==> config.mk <==
export PLATFORM = sky130hd
export DESIGN_NAME = weighted_round_robin_arbiter_flat
export DESIGN_NICKNAME = d
export VERILOG_FILES = /design/src/rtl/weighted_round_robin_arbiter_if.sv /design/src/rtl/weighted_round_robin_arbiter.sv /design/src/flat_wrapper.sv
export SDC_FILE = /design/constraint.sdc
export NUM_CORES = 1
export LEC_CHECK = 0
export BUFFER_PORTS_ARGS = -buffer_cell sky130_fd_sc_hd__buf_2
export CELL_PAD_IN_SITES_DETAIL_PLACEMENT = 0
export CELL_PAD_IN_SITES_GLOBAL_PLACEMENT = 1
export CORE_MARGIN = 2
export CORE_UTILIZATION = 32
export DETAILED_ROUTE_END_ITERATION = 12
export PLACE_DENSITY_LB_ADDON = 0.1
export SLEW_MARGIN = 20
export SYNTH_ARGS = -nofsm -noshare
export SYNTH_HDL_FRONTEND = slang
export SYNTH_SLANG_ARGS = --single-unit
==> constraint.sdc <==
create_clock -name clk_in -period 5.2 [get_ports clk_in]
set_input_delay 0.78 -clock clk_in [delete_from_list [all_inputs] [get_ports clk_in]]
set_output_delay 0.78 -clock clk_in [all_outputs]
set_load 0.05 [all_outputs]
==> src/rtl/weighted_round_robin_arbiter_if.sv <==
// Request/grant bundle between the requesters, the weighted round-robin arbiter and the shared consumer.
// The slave modport is the arbiter side. The master modport is the requesters plus the consumer.
interface weighted_round_robin_arbiter_if #(
    parameter int SINGLE_REQUEST_WIDTH_IN_BITS = 64,
    parameter int NUM_REQUEST                  = 3,
    parameter int WEIGHT_WIDTH_IN_BITS         = 4
);
    logic [SINGLE_REQUEST_WIDTH_IN_BITS*NUM_REQUEST-1:0] request_flatted_in;
    logic [NUM_REQUEST-1:0]                              request_valid_flatted_in;
    logic [WEIGHT_WIDTH_IN_BITS*NUM_REQUEST-1:0]         weight_flatted_in;
    logic [NUM_REQUEST-1:0]                              issue_ack_out;
    logic [SINGLE_REQUEST_WIDTH_IN_BITS-1:0]             request_out;
    logic                                                request_valid_out;
    logic                                                issue_ack_in;

    modport master (
        output request_flatted_in, request_valid_flatted_in, weight_flatted_in, issue_ack_in,
        input  issue_ack_out, request_out, request_valid_out
    );

    modport slave (
        input  request_flatted_in, request_valid_flatted_in, weight_flatted_in, issue_ack_in,
        output issue_ack_out, request_out, request_valid_out
    );
endinterface

==> src/rtl/weighted_round_robin_arbiter.sv <==
// Weighted round-robin arbiter: per-requester credits are reloaded from the weights once a round is used up.
// The output slot is registered. A new request is loaded whenever the slot is empty or is being consumed.
module weighted_round_robin_arbiter #(
    parameter int SINGLE_REQUEST_WIDTH_IN_BITS = 64,
    parameter int NUM_REQUEST                  = 3,
    parameter int WEIGHT_WIDTH_IN_BITS         = 4
) (
    input logic                           clk_in,
    input logic                           reset_n_in,
    weighted_round_robin_arbiter_if.slave bus
);
    localparam int W     = SINGLE_REQUEST_WIDTH_IN_BITS;
    localparam int N     = NUM_REQUEST;
    localparam int WW    = WEIGHT_WIDTH_IN_BITS;
    localparam int PTR_W = (N > 1) ? $clog2(N) : 1;

    logic [WW-1:0]    r_credit [N];
    logic [PTR_W-1:0] r_ptr;
    logic [W-1:0]     r_request;
    logic             r_valid;

    logic             w_slot_free;
    logic             w_found;
    logic             w_reload_cand;
    logic             w_load;
    logic             w_do_reload;
    logic [N-1:0]     w_eligible;
    logic [N-1:0]     w_rotated;
    logic [N-1:0]     w_ack;
    logic [2*N-1:0]   w_shifted;
    logic [PTR_W-1:0] w_offset;
    logic [PTR_W-1:0] w_sel;
    logic [PTR_W-1:0] w_ptr_inc;
    logic [PTR_W:0]   w_sum;
    logic [W-1:0]     w_payload;

    assign w_slot_free = ~r_valid | bus.issue_ack_in;

    always_comb begin
        w_eligible    = '0;
        w_reload_cand = 1'b0;
        for (int i = 0; i < N; i++) begin
            w_eligible[i] = bus.request_valid_flatted_in[i] & (r_credit[i] != '0);
            if (bus.request_valid_flatted_in[i] && (bus.weight_flatted_in[i*WW +: WW] != '0))
                w_reload_cand = 1'b1;
        end
    end

    // Rotate the eligible vector so that bit 0 is the requester under the pointer. The scan then looks for the lowest set bit.
    assign w_shifted = {w_eligible, w_eligible} >> r_ptr;
    assign w_rotated = w_shifted[N-1:0];

    always_comb begin
        w_found  = 1'b0;
        w_offset = '0;
        for (int k = N - 1; k >= 0; k--) begin
            if (w_rotated[k]) begin
                w_found  = 1'b1;
                w_offset = PTR_W'(k);
            end
        end
    end

    assign w_sum     = {1'b0, r_ptr} + {1'b0, w_offset};
    assign w_sel     = (w_sum >= (PTR_W+1)'(N)) ? PTR_W'(w_sum - (PTR_W+1)'(N)) : w_sum[PTR_W-1:0];
    assign w_ptr_inc = (r_ptr == PTR_W'(N - 1)) ? '0 : r_ptr + PTR_W'(1);

    assign w_load      = w_slot_free & w_found;
    assign w_do_reload = w_slot_free & ~w_found & w_reload_cand;

    always_comb begin
        w_ack     = '0;
        w_payload = '0;
        for (int i = 0; i < N; i++) begin
            if (w_sel == PTR_W'(i)) begin
                w_payload = bus.request_flatted_in[i*W +: W];
                w_ack[i]  = w_load & reset_n_in;
            end
        end
    end

    always_ff @(posedge clk_in or negedge reset_n_in) begin
        if (!reset_n_in) begin
            r_request <= '0;
            r_valid   <= 1'b0;
            r_ptr     <= PTR_W'(N - 1);
            for (int i = 0; i < N; i++) r_credit[i] <= '0;
        end else if (w_slot_free) begin
            if (w_load) begin
                r_request <= w_payload;
                r_valid   <= 1'b1;
                r_ptr     <= w_sel;
                for (int i = 0; i < N; i++)
                    if (w_ack[i]) r_credit[i] <= r_credit[i] - WW'(1);
            end else begin
                r_request <= '0;
                r_valid   <= 1'b0;
                if (w_do_reload) begin
                    r_ptr <= w_ptr_inc;
                    for (int i = 0; i < N; i++) r_credit[i] <= bus.weight_flatted_in[i*WW +: WW];
                end
            end
        end
    end

    assign bus.issue_ack_out     = w_ack;
    assign bus.request_out       = r_request;
    assign bus.request_valid_out = r_valid;
endmodule

==> src/flat_wrapper.sv <==
// flat-port wrapper written by rule: the top's interface ports become plain ports
module weighted_round_robin_arbiter_flat 
#(
    parameter int SINGLE_REQUEST_WIDTH_IN_BITS = 64,
    parameter int NUM_REQUEST                  = 3,
    parameter int WEIGHT_WIDTH_IN_BITS         = 4
)
  (clk_in, reset_n_in, bus_request_flatted_in, bus_request_valid_flatted_in, bus_weight_flatted_in, bus_issue_ack_in, bus_issue_ack_out, bus_request_out, bus_request_valid_out);
  weighted_round_robin_arbiter_if #(.SINGLE_REQUEST_WIDTH_IN_BITS(SINGLE_REQUEST_WIDTH_IN_BITS), .NUM_REQUEST(NUM_REQUEST), .WEIGHT_WIDTH_IN_BITS(WEIGHT_WIDTH_IN_BITS)) bus_i ();
  input logic clk_in;
  input logic reset_n_in;
  input wire logic [$bits(bus_i.request_flatted_in)-1:0] bus_request_flatted_in;
  input wire logic [$bits(bus_i.request_valid_flatted_in)-1:0] bus_request_valid_flatted_in;
  input wire logic [$bits(bus_i.weight_flatted_in)-1:0] bus_weight_flatted_in;
  input wire logic [$bits(bus_i.issue_ack_in)-1:0] bus_issue_ack_in;
  output wire logic [$bits(bus_i.issue_ack_out)-1:0] bus_issue_ack_out;
  output wire logic [$bits(bus_i.request_out)-1:0] bus_request_out;
  output wire logic [$bits(bus_i.request_valid_out)-1:0] bus_request_valid_out;
  assign bus_i.request_flatted_in = bus_request_flatted_in;
  assign bus_i.request_valid_flatted_in = bus_request_valid_flatted_in;
  assign bus_i.weight_flatted_in = bus_weight_flatted_in;
  assign bus_i.issue_ack_in = bus_issue_ack_in;
  assign bus_issue_ack_out = bus_i.issue_ack_out;
  assign bus_request_out = bus_i.request_out;
  assign bus_request_valid_out = bus_i.request_valid_out;
  weighted_round_robin_arbiter #(.SINGLE_REQUEST_WIDTH_IN_BITS(SINGLE_REQUEST_WIDTH_IN_BITS), .NUM_REQUEST(NUM_REQUEST), .WEIGHT_WIDTH_IN_BITS(WEIGHT_WIDTH_IN_BITS)) u_core (.clk_in(clk_in), .reset_n_in(reset_n_in), .bus(bus_i));
endmodule
======== Word-level counts from Yosys, hierarchy flattened ========
Index checks and enable logic that the tools add are counted.
Widths: inputs -> output; s select.
word-level totals
  register bits after elaboration ......... 79
  ROM bits ................................ 0
  latch bits .............................. 0
  memory bits (writable) .................. 0
  memories kept ........................... 0
  input port bits ......................... 210
operators by class
  equality and inequality tests ........... 6
  bitwise logic cells ..................... 10
  div/mod/pow operators ................... 0
  shift operators ......................... 1
  multiply operators ...................... 0
  order comparisons ....................... 1
  reduce and logical (&&, ||, !) cells .... 15
  $add $sub $neg .......................... 6
  multiplexer cells ....................... 26
operators with widths
  kind                 number
  $mux 64              4
  $mux 12              2
  $reduce_bool 4->1    6
  $mux 2               7
  $mux 4               3
  $sub 4x1->4 const B  3
  $mux 1               10
  $reduce_and 3->1     3
  $and 1x1->1          7
  $ne 2x2->1 const B   3
  $shr 6x2->3          1
  $eq 2x2->1 const B   2
  $add 2x2->3          1
  $ge 3x2->1 const B   1
  $logic_and 1x1->1    3
  $add 2x1->2 const B  1
  $eq 2x1->1 const B   1
  $logic_not 2->1      1
  $not 1->1            2
  $reduce_and 2->1     1
  $reduce_bool 2->1    1
  $sub 2x2->2 const B  1
  $or 1x1->1           1

======== Logic depth before layout (Yosys ltp) ========
Gate-level depths: netlist of the first run.
  depth after elaboration ................. 14
  mapped depth ............................ 19

======== Least setup slack after synthesis of the first run ========
OpenSTA, ideal clock, no wires.
  path kind ............................... reg-to-output
  from .................................... register u_core.r_credit[0] (netlist name)
  to ...................................... output port bus_issue_ack_out[0]
  data arrival time ....................... 4597 ps
  required time ........................... 4420 ps
  buffers on the path ..................... 2
  stages on the path, launching flop included .. 18
  path slack .............................. -177 ps
  path through ............................ dfrtp_1 inv_1 ha_1 or3b_1 and2_1 o311a_1 nor2_1 ha_1 inv_1 fa_1 inv_1 ha_1 nand3b_1 o21ai_0 clkbuf_1 clkbuf_1 nand2_1 nor3_1
between the ends
  word-level cells in the longest chain between the ends .. 11
  elaborated cells on any way between the ends .. 17
RTL lines
  what                                       line                                RTL
  start, declared                            weighted_round_robin_arbiter.sv:17  logic [WW-1:0] r_credit [N];
  start signal, assigned by index            weighted_round_robin_arbiter.sv:94  if (w_ack[i]) r_credit[i] <= r_credit[i] - WW'(1);
  $reduce_bool 4->1 *                        weighted_round_robin_arbiter.sv:43  w_eligible[i] = bus.request_valid_flatted_in[i] & (r_credit[i] != '0);
  $and 1x1->1 *                              weighted_round_robin_arbiter.sv:43
  $shr 6x2->3 *                              weighted_round_robin_arbiter.sv:50  assign w_shifted = {w_eligible, w_eligible} >> r_ptr;
  $mux 2 (3 in series)                       weighted_round_robin_arbiter.sv:57  if (w_rotated[k]) begin
  $add 2x2->3                                weighted_round_robin_arbiter.sv:64  assign w_sum = {1'b0, r_ptr} + {1'b0, w_offset};
  $ge 3x2->1 or $sub 2x2->2 (tied branches)  weighted_round_robin_arbiter.sv:65  assign w_sel = (w_sum >= (PTR_W+1)'(N)) ? PTR_W'(w_sum - (PTR_W+1)'(N)) : w_sum[PTR_W-1:0];
  $mux 2                                     weighted_round_robin_arbiter.sv:65
  $logic_not 2->1                            weighted_round_robin_arbiter.sv:75  if (w_sel == PTR_W'(i)) begin
  $mux 1 *                                   weighted_round_robin_arbiter.sv:75
  end, declared                              flat_wrapper.sv:16                  output wire logic [$bits(bus_i.issue_ack_out)-1:0] bus_issue_ack_out;
Every way passes the cells marked *; elsewhere a longest branch is shown, timed or not.

======== Final worst setup path of the first run ========
  from .................................... register u_core.r_credit[0] (netlist name)
  to ...................................... output port bus_issue_ack_out[1]
between the ends
  word-level cells in the longest chain between the ends .. 11
  elaborated cells on any way between the ends .. 17
RTL lines
  what                                       line
  $reduce_bool 4->1 *                        weighted_round_robin_arbiter.sv:43
  $and 1x1->1 *                              weighted_round_robin_arbiter.sv:43
  $shr 6x2->3 *                              weighted_round_robin_arbiter.sv:50
  $mux 2 (3 in series)                       weighted_round_robin_arbiter.sv:57
  $add 2x2->3                                weighted_round_robin_arbiter.sv:64
  $ge 3x2->1 or $sub 2x2->2 (tied branches)  weighted_round_robin_arbiter.sv:65
  $mux 2                                     weighted_round_robin_arbiter.sv:65
  $eq 2x1->1                                 weighted_round_robin_arbiter.sv:75
  $mux 1 *                                   weighted_round_robin_arbiter.sv:75
Marks and branches as above.

==> out/qor.yml, run 1 <==
status:
  status: "finished clean"
floorplanning:
  die_y_um: 127
  start_util_pct: 33.1
  design.core.area_mm2: 0.0146
  dieArea_mm2: 0.0161
  rows: 44
  die_w_um: 127
  pin_count: 278
clock_tree:
  post_cts_resized: 0
  cts_max_level: 3
  cts_sinks: 79
  root_buffer: "clkbuf_16"
  clock_path_buffers: 2
  clk_pin_slew_ns: 0.05
  clock_latency_ns: 0.34
  cts_tree: "yes"
  cts-buffers-inserted: 9
setup_path:
  cp-end-kind: "output pin"
  cpMaxStageDelayCell: "fa_1"
  rr_worst_depth: 18
  crit_arrival_ns: 4.14
  ff2ff_setup_slack_ns: 0.55
  cp.required_ns: 4.42
  critPathMaxFanout: 5
  cp-start-kind: "flip-flop"
  path_cells: "inv_1, ha_1, or3b_1, and2_1, o311a_1, nor2_1, ha_1, inv_1, fa_1, inv_1, ha_1, nand3b_1, mux2_2, nor3_1, buf_2"
  crit_path_max_incr_delay_ns: 0.53
  critPathKind: "flip-flop to output pin"
route:
  routed_wl_mm: 16.0
  first_iter_violations: 231
  wire_per_inst_um: 16.8
  via_per_inst: 5.13
  ant_nets: 0
  vias: 4893
  drc: 0
  dr.pass1.iters: 6
finish:
  nets: 980
  multi_input_area_mm2: 0.00264
  syn2layout_area_growth_pct: 38.1
  antennaDiodeCount: 0
  instances_no_fill: 953
  drive_gt1_share_pct: 50.3
  final-seq-area_mm2: 0.00198
  mostFrequentLayoutCells: "buf_2, nand2_1, dfrtp_1"
  final_core_utilization_pct: 45.7
  layout_commonest_cell: "buf_2"
  fill_cells: 1484
timing:
  finClkSkew_ns: 0.00693
  relSlewSlack_pct: 31.8
  final-hold-violation-count: 0
  final.min_clock_period_ns: 4.92
  setup_tns_ns: 0
  finalCritPeriodShare_pct: 94.6
  hold_ws_ns: 0.424
  rsz0062_at_grt: "no"
  drv_slew: 0
  setup_viol: 0
  fmax_mhz: 203
  tightest_slew_ns: 1.01
worst_hold_path:
  holdCritPathClass: "primary input to asynchronous set/reset pin"
grt:
  grt_use_total_pct: 19.8
  grt_pass1_wl_mm: 25.3
  antenna_found_initial: 0
  grt_pass1_vias: 4964
  grt_max_degree: 67
  grt_overflow: 0
yosys:
  yosys_warnings: 0
  syn_area_mm2: 0.00484
  synthXorXnorAreaFrac_pct: 0
  synthesis.nets: 721
  synth_top_family_by_area: "compound AO/OA/AOI/OAI gates"
  synth-simple-area-share_pct: 10.1
  synth_area_leaders: "dfrtp_1, mux2_2, a22oi_1"
  synth-seq-cells: 79
  netlist_instances: 505
  avgSynthCellArea_um2: 9.59
  seq_area_frac_synth_pct: 40.9
  synth.largest_area_cell: "dfrtp_1"
  ys_types: 47
  synth_adder_area_share_pct: 1.71
  muxShareOfSynthArea_pct: 18.1
  yosysTopAreaCellShare_pct: 40.3
  synth_compound_gate_area_share_pct: 24.0
flow_run:
  maxCapViolCount: 0
placed_design:
  dp_hpwl_mm: 11.8
  port_buffers: 277
  numPlacedInstances: 935
  routabilityCongestion: 0.782
-- layer usage --
metal / track usage [%] / vias up / share of wire [%]
li1: - / 2384 / -
met1: 23.3 / 2278 / 40
met2: 35.0 / 213 / 51
met3: 6.37 / 18 / 7.7
met4: 5.04 / 0 / 1.4
met5: 0 / - / 0
-- Yosys cell counts, drive strengths merged --
library cell,instances
a222oi,1
dfrtp,78
o41ai,3
o311a,1
o221a,4
a21boi,1
nor3,5
a31oi,2
a21oi,5
inv,17
o221ai,2
o2bb2ai,2
o21a,1
nand3b,1
a22oi,66
and2,3
nand2,79
o211a,2
ha,5
mux2,70
fa,1
nor4b,2
o22a,4
a31o,1
o22ai,1
dfstp,1
nand2b,3
nand3,3
o211ai,3
buf,14
and3,1
nor2b,2
nor2,6
mux2i,9
o21ai,70
a32oi,1
clkbuf,27
nor3b,2
o2111ai,2
or3b,3
a22o,1
-- registers in the layout (all words and copies together), names as in the netlist --
register                      flops
u_core.r_ptr                      2
u_core.bus.request_valid_out      1
u_core.bus.request_out           64
u_core.r_credit                  12
-- cell type report --
class / instances / area share, %
Clock buffer: 12 / 3.69
Clock inverter: 4 / 0.674
Inverter: 17 / 0.955
Multi-Input combinational cell: 368 / 39.5
Sequential cell: 79 / 29.6
Tap cell: 184 / 3.44
Timing Repair Buffer: 289 / 22.1
-- kinds of logic after synthesis --
kind of cell             Yosys count
AO/OA/AOI/OAI                    173
AND/OR/NAND/NOR                  110
multiplexers                      79
flip-flops                        79
buffers and inverters             58
adder cells (fa/ha/maj)            6
-- metrics by stage --
step	cell area (µm²)	setup WS [ns]
after floorplan	4840	-0.177
after global placement	6380	0.643
after detailed placement	6380	0.506
after CTS	6670	0.132
after global routing	6690	0.0420
final	6690	0.281
-- worst max-delay path, delay by kind of cell (launching register included) --
kind | cells | cell delay (ns)
AO/OA/AOI/OAI | 1 | 0.28
flip-flops | 1 | 0.41
buffers and inverters | 4 | 0.48
adder cells (fa/ha/maj) | 4 | 1.07
AND/OR/NAND/NOR | 5 | 1.23
multiplexers | 1 | 0.32
-- timing repair --
item                                   4_1_cts  5_1_grt
setup endpoints to repair                    0        1
hold buffers                                 0        0
buffers inserted                             0        2
endpoints found under the hold margin        0        0
-- final timing paths --
kind,from,end
worst max-delay path,u_core.r_credit[0]$_DFFE_PN0P_,bus_issue_ack_out[1]
worst min-delay path,reset_n_in,u_core.r_credit[4]$_DFFE_PN0P_
worst max register to register,u_core.r_credit[0]$_DFFE_PN0P_,u_core.bus.request_out[61]$_DFFE_PN0P_
worst min register to register,u_core.bus.request_out[35]$_DFFE_PN0P_,u_core.bus.request_out[35]$_DFFE_PN0P_
max in group asynchronous,reset_n_in,u_core.r_credit[10]$_DFFE_PN0P_
min in group clk_in,u_core.bus.request_out[35]$_DFFE_PN0P_,u_core.bus.request_out[35]$_DFFE_PN0P_
Power of run 1 is left out: the tool's default activity adds up to more than one toggle a clock period on the data nets, which glitch-free logic cannot reach.
==> run 2: changes to the inputs <==
Clock period 5.2 ns to 4.8 ns, I/O delays scaled along.
==> out/qor.yml, run 2 (same netlist as run 1, synthesis figures left out) <==
finish:
  syn2layout_area_growth_pct: 41.6
  layout_commonest_cell: "buf_2"
  nets: 987  # +0.71%
  largest_reg_flops: 64  # unchanged
  mostFrequentLayoutCells: "buf_2, dfrtp_1, nand2_1"
  drive_gt1_share_pct: 51.7  # +1.4 points
  final_core_utilization_pct: 46.8  # +1.2 points
clock_tree:
  cts-buffers-inserted: 9  # unchanged
  clock_path_buffers: 2  # unchanged
  root_buffer: "clkbuf_16"
  cts_max_level: 3  # unchanged
  cts_tree: "yes"
  clk_pin_slew_ns: 0.06  # about the same
  cts_sinks: 79  # unchanged
  ctsHoldBuffers: 0  # unchanged
  clock_latency_ns: 0.34  # about the same
route:
  vias: 4905  # +0.25%
  ant_nets: 0  # unchanged
  routed_wl_mm: 16.4  # +2.2%
  dr.pass1.iters: 4  # -2
  via_per_inst: 5.11  # -0.49%
  wire_per_inst_um: 17.1  # +1.5%
  drc: 0  # unchanged
  first_iter_violations: 193  # -16%
grt:
  grt_pass1_wl_mm: 26.1  # +3.2%
  grt_max_degree: 66  # -1.5%
  grt_pass1_vias: 5232  # +5.4%
  antenna_found_initial: 1  # +1
  grt_overflow: 0  # unchanged
  grt_use_total_pct: 20.4  # +0.61 points
setup_path:
  cp-start-kind: "flip-flop"
  path_cells: "inv_1, ha_1, or3b_4, and2_1, o311a_1, nor2_1, ha_1, inv_1, fa_1, inv_1, ha_1, nand3b_1, buf_4, mux2_2, nor3_4, buf_6"
  cp-end-kind: "output pin"
  cpMaxStageDelayCell: "fa_1"
  reg2reg_from: "u_core.r_credit[0]$_DFFE_PN0P_"
  cp.required_ns: 4.08  # -0.34 ns
  critPathMaxFanout: 5  # unchanged
  worst-path-buf-inv: 5  # +1
  critPathLaunch: "u_core.r_credit[0]$_DFFE_PN0P_"
  ff2ff_setup_slack_ns: 0.47  # -0.08 ns
  crit_arrival_ns: 3.89  # -0.25 ns
  critPathKind: "flip-flop to output pin"
  cpLargestDelayFamily: "adder cells"
  crit_path_max_incr_delay_ns: 0.50  # -0.03 ns
timing:
  drv_slew: 0  # unchanged
  finalCritPeriodShare_pct: 96.1
  final.min_clock_period_ns: 4.61
  fmax_mhz: 217
  final-hold-violation-count: 0  # unchanged
  relSlewSlack_pct: 49.6  # +18 points
  setup_viol: 0  # unchanged
  setup_tns_ns: 0  # unchanged
  finClkSkew_ns: 0.00555  # -0.00138 ns
  tightest_slew_ns: 0.753  # -0.256 ns
status:
  status: "finished clean"
floorplanning:
  dieArea_mm2: 0.0161  # unchanged
  die_y_um: 127  # unchanged
  pin_count: 278  # unchanged
  die_w_um: 127  # unchanged
  design.core.area_mm2: 0.0146  # unchanged
  start_util_pct: 33.1  # unchanged
  rows: 44  # unchanged
placed_design:
  dp_hpwl_mm: 12.2  # +3.1%
  port_buffers: 277  # unchanged
  routabilityCongestion: 0.830  # +6.1%
worst_hold_path:
  holdCritPathClass: "primary input to asynchronous set/reset pin"
flow_run:
  maxCapViolCount: 0  # unchanged
## run 2: changes by cell type in the layout (fill, tap and decap cells not counted), sizes merged
| cell | change |
|---|---|
| clkinv | -2 |
| bufinv | +2 |
| clkbuf | -1 |
| diode | +1 |
| buf | +7 |
## run 2: layer usage
metal,part of all wire [%],vias to the layer above,track usage (%)
li1,-,2401,-
met1,41,2277,23.8
met2,50,200,36.1
met3,7.2,27,5.36
met4,2.1,0,7.43
met5,0,-,0
## run 2: worst reg2reg max path: stages (launching register included)
cell and delay (ns):
dfrtp_1 0.40, inv_1 0.07, ha_1 0.17, or3b_4 0.41, and2_1 0.19, o311a_1 0.29
nor2_1 0.11, ha_1 0.15, inv_1 0.05, fa_1 0.50, inv_1 0.05, ha_1 0.21
nand3b_1 0.19, buf_4 0.18, mux2i_4 0.25, buf_12 0.27, nor4b_1 0.09, buf_4 0.15
o21ai_2 0.23, mux2i_1 0.28
## run 2: worst paths after layout
path                                                               end  depth (start not counted)
worst min register to register  u_core.bus.request_out[53]$_DFFE_PN0P_                          2
worst min-delay path                   u_core.r_credit[10]$_DFFE_PN0P_                          1
worst max-delay path                              bus_issue_ack_out[1]                         16
worst max register to register          u_core.r_credit[9]$_DFFE_PN0P_                         19
max in group asynchronous        u_core.bus.request_out[0]$_DFFE_PN0P_                          2
min in group clk_in             u_core.bus.request_out[53]$_DFFE_PN0P_                          2
## run 2: stage by stage
step	hold slack [ns]	area, µm²	setup WS (ns)	instances
floorplan	0.424	4850	-0.117	505
CTS	0.365	6790	0.0611	955
detailed placement	0.465	6440	0.260	938
global route	0.391	6860	-0.0255	959
global placement	0.457	6430	0.322	936
finish	0.345	6860	0.185	960
## run 2: layout make-up
cell class	instances	area (µm²)
antenna	1	2.50
clock buffer	11	233
clock inverter	4	95.1
fill	1444	7790
inverter	17	63.8
multi-input combinational	368	2680
sequential	79	1980
tap	184	230
timing repair buffer	296	1580
## run 2: what timing repair did
action                     CTS  global route
resized for setup            0            15
pin swaps                    0             5
setup buffers                2             4
setup endpoints to repair    1             3
Power of run 2 is left out for the same reason.
